File: config.mk
export PLATFORM = sky130hd
export DESIGN_NAME = display_mux_ctrl
export DESIGN_NICKNAME = d
export VERILOG_FILES = /design/src/rtl/display_pkg.sv /design/src/rtl/display_mux_ctrl_timer.sv /design/src/rtl/display_mux_ctrl.sv
export SDC_FILE = /design/constraint.sdc
export NUM_CORES = 1
export LEC_CHECK = 0
export CORE_AREA = 2 2 67 69
export CTS_BUF_LIST = sky130_fd_sc_hd__clkbuf_2 sky130_fd_sc_hd__clkbuf_4 sky130_fd_sc_hd__clkbuf_8
export DETAILED_ROUTE_END_ITERATION = 6
export DIE_AREA = 0 0 69 71
export HOLD_SLACK_MARGIN = 0.1
export PLACE_DENSITY = 0.62
export SYNTH_ARGS = -nofsm -noshare
export SYNTH_HDL_FRONTEND = slang
export SYNTH_SLANG_ARGS = --single-unit
File: constraint.sdc
create_clock -name clk -period 2.5 [get_ports clk]
set_clock_uncertainty 0.2 [all_clocks]
set_input_delay 0.5 -clock clk [delete_from_list [all_inputs] [get_ports clk]]
set_output_delay 0.5 -clock clk [all_outputs]
set_load 0.05 [all_outputs]
File: src/rtl/display_pkg.sv
// Shared types and width helpers for the multiplexed 7-segment scan controller.
package display_pkg;

    typedef enum logic [1:0] {
        LOAD  = 2'd0,
        BLANK = 2'd1,
        DRIVE = 2'd2
    } scan_state_t;

    localparam int unsigned NIBBLE_W = 4;

    // Width of the slot index; at least one bit.
    function automatic int unsigned slot_w(input int unsigned num_digits);
        return (num_digits > 1) ? $clog2(num_digits) : 1;
    endfunction

    // Width of the in-slot cycle counter; at least one bit.
    function automatic int unsigned cnt_w(input int unsigned refresh_div);
        return (refresh_div > 1) ? $clog2(refresh_div) : 1;
    endfunction

endpackage

File: src/rtl/display_mux_ctrl_timer.sv
// Per-slot cycle counter with blanking and slot-end flags.
module refresh_timer
    import display_pkg::*;
#(
    parameter int unsigned REFRESH_DIV  = 20000,
    parameter int unsigned BLANK_CYCLES = 16
) (
    input  logic i_clk,
    input  logic i_rst_n,
    output logic o_slot_end_c,
    output logic o_blank_next_c
);

    localparam int unsigned CNT_W = cnt_w(REFRESH_DIV);

    logic [CNT_W-1:0] r_cnt;
    logic             w_slot_end;
    logic             w_blank_next;

    // Last cycle of the slot, and whether the following cycle still falls in blanking.
    always_comb begin
        w_slot_end   = (r_cnt == CNT_W'(REFRESH_DIV - 1));
        w_blank_next = ((32'(r_cnt) + 32'd1) < 32'(BLANK_CYCLES));
    end

    // Counter runs 0..REFRESH_DIV-1 and wraps at slot end.
    always_ff @(posedge i_clk or negedge i_rst_n) begin
        if (!i_rst_n) begin
            r_cnt <= '0;
        end else if (w_slot_end) begin
            r_cnt <= '0;
        end else begin
            r_cnt <= r_cnt + CNT_W'(1);
        end
    end

    assign o_slot_end_c   = w_slot_end;
    assign o_blank_next_c = w_blank_next;

endmodule

File: src/rtl/display_mux_ctrl.sv
// Scan controller: shares one segment decoder between digits, with blanking
// dead-time between slots and a per-frame snapshot of the digit bus.
module display_mux_ctrl
    import display_pkg::*;
#(
    parameter int unsigned NUM_DIGITS   = 2,
    parameter int unsigned REFRESH_DIV  = 20000,
    parameter int unsigned BLANK_CYCLES = 16
) (
    input  logic                             clk,
    input  logic                             reset,
    input  logic [NIBBLE_W*NUM_DIGITS-1:0]   digits,
    input  logic [NUM_DIGITS-1:0]            digit_en,
    input  logic                             hold,
    output logic [NIBBLE_W-1:0]              s_out,
    output logic [NUM_DIGITS-1:0]            an,
    output logic [slot_w(NUM_DIGITS)-1:0]    slot,
    output logic                             frame_tick
);

    localparam int unsigned SLOT_W = slot_w(NUM_DIGITS);
    localparam int unsigned DIG_W  = NIBBLE_W * NUM_DIGITS;

    scan_state_t            r_state;
    scan_state_t            w_state_nxt;
    logic [SLOT_W-1:0]      r_slot;
    logic [SLOT_W-1:0]      w_slot_nxt;
    logic [SLOT_W-1:0]      r_slot_out;
    logic [DIG_W-1:0]       r_shadow;
    logic [DIG_W-1:0]       w_shadow_nxt;
    logic [NIBBLE_W-1:0]    r_s_out;
    logic [NIBBLE_W-1:0]    w_s_out_nxt;
    logic [NUM_DIGITS-1:0]  r_an;
    logic [NUM_DIGITS-1:0]  w_an_nxt;
    logic                   r_tick;
    logic                   w_tick_nxt;
    logic                   w_slot_end;
    logic                   w_blank_next;
    logic [NIBBLE_W-1:0]    w_nibble;

    refresh_timer #(
        .REFRESH_DIV  (REFRESH_DIV),
        .BLANK_CYCLES (BLANK_CYCLES)
    ) u_timer (
        .i_clk          (clk),
        .i_rst_n        (reset),
        .o_slot_end_c   (w_slot_end),
        .o_blank_next_c (w_blank_next)
    );

    // Snapshot nibble belonging to the slot being scanned.
    assign w_nibble = r_shadow[{r_slot, 2'b00} +: NIBBLE_W];

    // Next-state and next-output logic for the scan sequence.
    always_comb begin
        w_state_nxt  = r_state;
        w_slot_nxt   = r_slot;
        w_shadow_nxt = r_shadow;
        w_s_out_nxt  = r_s_out;
        w_an_nxt     = '1;
        w_tick_nxt   = 1'b0;

        case (r_state)
            LOAD: begin
                w_tick_nxt = 1'b1;
                if (hold) begin
                    w_s_out_nxt = r_shadow[NIBBLE_W-1:0];
                end else begin
                    w_shadow_nxt = digits;
                    w_s_out_nxt  = digits[NIBBLE_W-1:0];
                end
            end
            BLANK: begin
                w_s_out_nxt = w_nibble;
            end
            DRIVE: begin
                w_an_nxt[r_slot] = ~digit_en[r_slot];
            end
            default: begin
                w_an_nxt = '1;
            end
        endcase

        if (w_slot_end) begin
            if (r_slot == SLOT_W'(NUM_DIGITS - 1)) begin
                w_slot_nxt  = '0;
                w_state_nxt = LOAD;
            end else begin
                w_slot_nxt  = r_slot + SLOT_W'(1);
                w_state_nxt = BLANK;
            end
        end else if (w_blank_next) begin
            w_state_nxt = BLANK;
        end else begin
            w_state_nxt = DRIVE;
        end
    end

    // Scan state, snapshot and registered outputs.
    always_ff @(posedge clk or negedge reset) begin
        if (!reset) begin
            r_state    <= LOAD;
            r_slot     <= '0;
            r_slot_out <= '0;
            r_shadow   <= '0;
            r_s_out    <= '0;
            r_an       <= '1;
            r_tick     <= 1'b0;
        end else begin
            r_state    <= w_state_nxt;
            r_slot     <= w_slot_nxt;
            r_slot_out <= r_slot;
            r_shadow   <= w_shadow_nxt;
            r_s_out    <= w_s_out_nxt;
            r_an       <= w_an_nxt;
            r_tick     <= w_tick_nxt;
        end
    end

    assign s_out      = r_s_out;
    assign an         = r_an;
    assign slot       = r_slot_out;
    assign frame_tick = r_tick;

endmodule
==> metrics.txt <==
Synth top area share 49.7%; Critical Path Source Type flop; Layout Utilization 46.8%; Multi-input gate area 714 µm²; Tmin final 2.29 ns; largest net degree at the start of global routing 35; Initial DRT Pass Iterations 4; reg2reg end r_state[1]$_DFF_PN0_; Vias 1212; Yosys top cell by area dfrtp_1; clk_lat worst skew 0.28 ns; Register-to-Register Setup Slack 0.24 ns; Most used DFF post-synth dfrtp_1; Initial DRC Count 43; die span in y 71 µm; simple-gate share of the synthesized area 28.8%; area of the die 4900 µm²; Final Hold Vio Count 0; CP max stage delay 0.79 ns; Slew Limit Fails 0; max_slew headroom 46.1%; largest family of logic cells by synthesized area simple AND/OR/NAND/NOR gates; Ys Warns 0; Hold Crit Depth 0; DRT Wirelength 3220 µm; #FFs+latches synth 34; Max clock buf depth 2; Boundary Pins 21; fmax 437 MHz; register area share after synthesis 53.0%; synthesis-to-finish area growth 22.0%; Syn Std Cell Area 1610 µm²; depth of the CTS H-tree 2; first-pass GRT wire length 5470 µm; Port Buffer Count 20; status completed; M1 GR Usage 16.4%; hold_sp r_slot$_DFFE_PN0N_; adder-cell share of the synthesized area 0.776%; die width 69 µm; Ant. Diodes 0; setup TNS 0 ns; clock sinks 34; hpwl dp 2200 µm; max_cap viols 0; vias in the first global route 1200; post-synthesis xor/xnor area fraction 8.15%; initial antenna violation count 0; Largest delay share family, worst path buffers and inverters; met3 Usage GRT 5.13%; hold_ws 0.278 ns; Cells after Synth 160; DR WL/cell 13.5 µm; critical path peak fanout 1; hold buffers post-CTS 0; Synth Area in Compound Gates 4.74%; CTS tree built; Clk pin slew, worst setup/hold paths 0.07 ns; layout cells sized above 1 10.8%; critical path class flop to primary output; multiplexer share of the synthesized area 1.86%; async set-reset flop share out of synthesis 100%; Post-synth EDFFs 0; CP Capture Type primary output; Hold Path End slot$_DFF_PN0_; Worst-Margin Slew 0.802 ns; Max IR drop VDD 0.000243 V; fillers 407; Rows 24; core area 4200 µm²; # resized after CTS 0; busiest layer in global routing met2; syn nets 174; unrepaired setup endpoints after global routing false; Initial Util 38.3%; Synth area leaders dfrtp_1, nand2_1, xnor2_1, nor2_1, dfstp_2; r2r startpoint u_timer.r_cnt[0]$_DFF_PN0_; antenna viol nets, final 0; Critical Path, Cell by Cell clkdlybuf4s50_1; DRC 0; Via density 5.09; post-route clock period utilization 91.5%; grt total ovfl 0; Clk Tree Root Cell clkbuf_8; total global-route track usage 14.1%; final setup vio count 0; met2 Use GR 23.7%; # nets final 199; # Post-CTS Setup Buffers 0; cell area power density 546 nW/µm²; Hold WC Path Type flop to flop; CTS buffer count 5; reg2reg path depth 7; routability cong. 0.869; Worst Path Buf+Inv 1; CP max stage cell clkdlybuf4s50_1; leakage power 0.865 nW; register area 853 µm²; Critical Path AT 1.59 ns; Critical Path RT 1.80 ns; Avg Inst Size Synth 10.1 µm²; Synth cell types 34
[per-layer routing]
layer / share of wire [%] / wire length, µm
met1: 44 / 1410
met2: 49 / 1580
met3: 5.5 / 177
met5: 0 / 0
met4: 1.9 / 61
[per-stage QoR]
step	setup WS, ns	area [µm²]	cells	power (mW)
floorplan	0.430	1610	160	0.617
global placement	0.314	1870	230	0.661
detailed placement	0.251	1870	230	0.664
CTS	0.198	1970	238	1.09
global route	0.0648	1970	238	1.13
finish	0.212	1970	238	1.07
[layout by cell type (no fill, tap or decap), types with 2 or more instances in the layout]
cell type         n
a21oi_1           2
mux2i_1           3
and2_1            2
buf_4             3
or3_1             2
nor2_1           15
nor3b_1           5
nor2b_1           2
nor3_1            3
nand4_1           2
clkdlybuf4s50_1  20
and3_1            2
xor2_1            5
inv_1             4
nand2_1          38
clkbuf_8          6
nand3_1           8
o31ai_1           2
dfrtp_1          32
dfstp_2           2
a221oi_1          4
xnor2_1          10
[worst max path at each step]
stage,start,to,slack (ns),cells past startpoint
2_1_floorplan,u_timer.r_cnt[0]$_DFF_PN0_,r_state[1]$_DFF_PN0_,0.43,8
3_3_place_gp,u_timer.r_cnt[0]$_DFF_PN0_,r_state[1]$_DFF_PN0_,0.31,7
3_5_place_dp,u_timer.r_cnt[0]$_DFF_PN0_,r_state[1]$_DFF_PN0_,0.25,7
4_1_cts,an[1]$_DFF_PN1_,an[1],0.20,1
5_1_grt,u_timer.r_cnt[0]$_DFF_PN0_,r_state[1]$_DFF_PN0_,0.06,7
6_report,an[0]$_DFF_PN1_,an[0],0.21,1
[cell usage after synthesis, types with 2 or more instances]
cell and count:
and3_1 2, nor2_1 15, nand3_1 8, nor3b_1 5
xnor2_1 10, and2_1 2, dfstp_2 2, o31ai_1 2
clkbuf_2 2, dfrtp_1 32, nor3_1 3, nor2b_1 2
xor2_1 5, a221oi_1 4, inv_1 4, or3_1 2
nand2_1 38, mux2i_1 3, nand4_1 2, a21oi_1 2
clkbuf_1 2
[sequential cells by signal, indices dropped and copies added (netlist names)]
name,count
an,2
frame_tick,1
r_state,2
slot,1
s_out,4
r_slot,1
u_timer.r_cnt,15
r_shadow,8
[area by class of cell]
class	instances	area share, %
Clock buffer	7	4.58
Clock inverter	1	0.255
Inverter	4	0.764
Multi-Input combinational cell	117	36.3
Sequential cell	34	43.4
Tap cell	52	3.31
Timing Repair Buffer	23	11.3
[power by group]
part	switching, mW	leakage [nW]	internal (mW)
Sequential	0.00783	0.430	0.566
Clock	0.188	0.0517	0.233
Combinational	0.0424	0.384	0.0359
[kinds of logic (layout without fill, tap and decap cells)]
kind of cell,after synthesis,in the layout
AOI/OAI and AO/OA,11,11
buffers and inverters,9,35
DFF,34,34
and+or+nand+nor,87,87
xor gates and xnor gates,15,15
muxes,3,3
adders and majority gates,1,1
No activity file was read; power rests on OpenSTA's default activity.
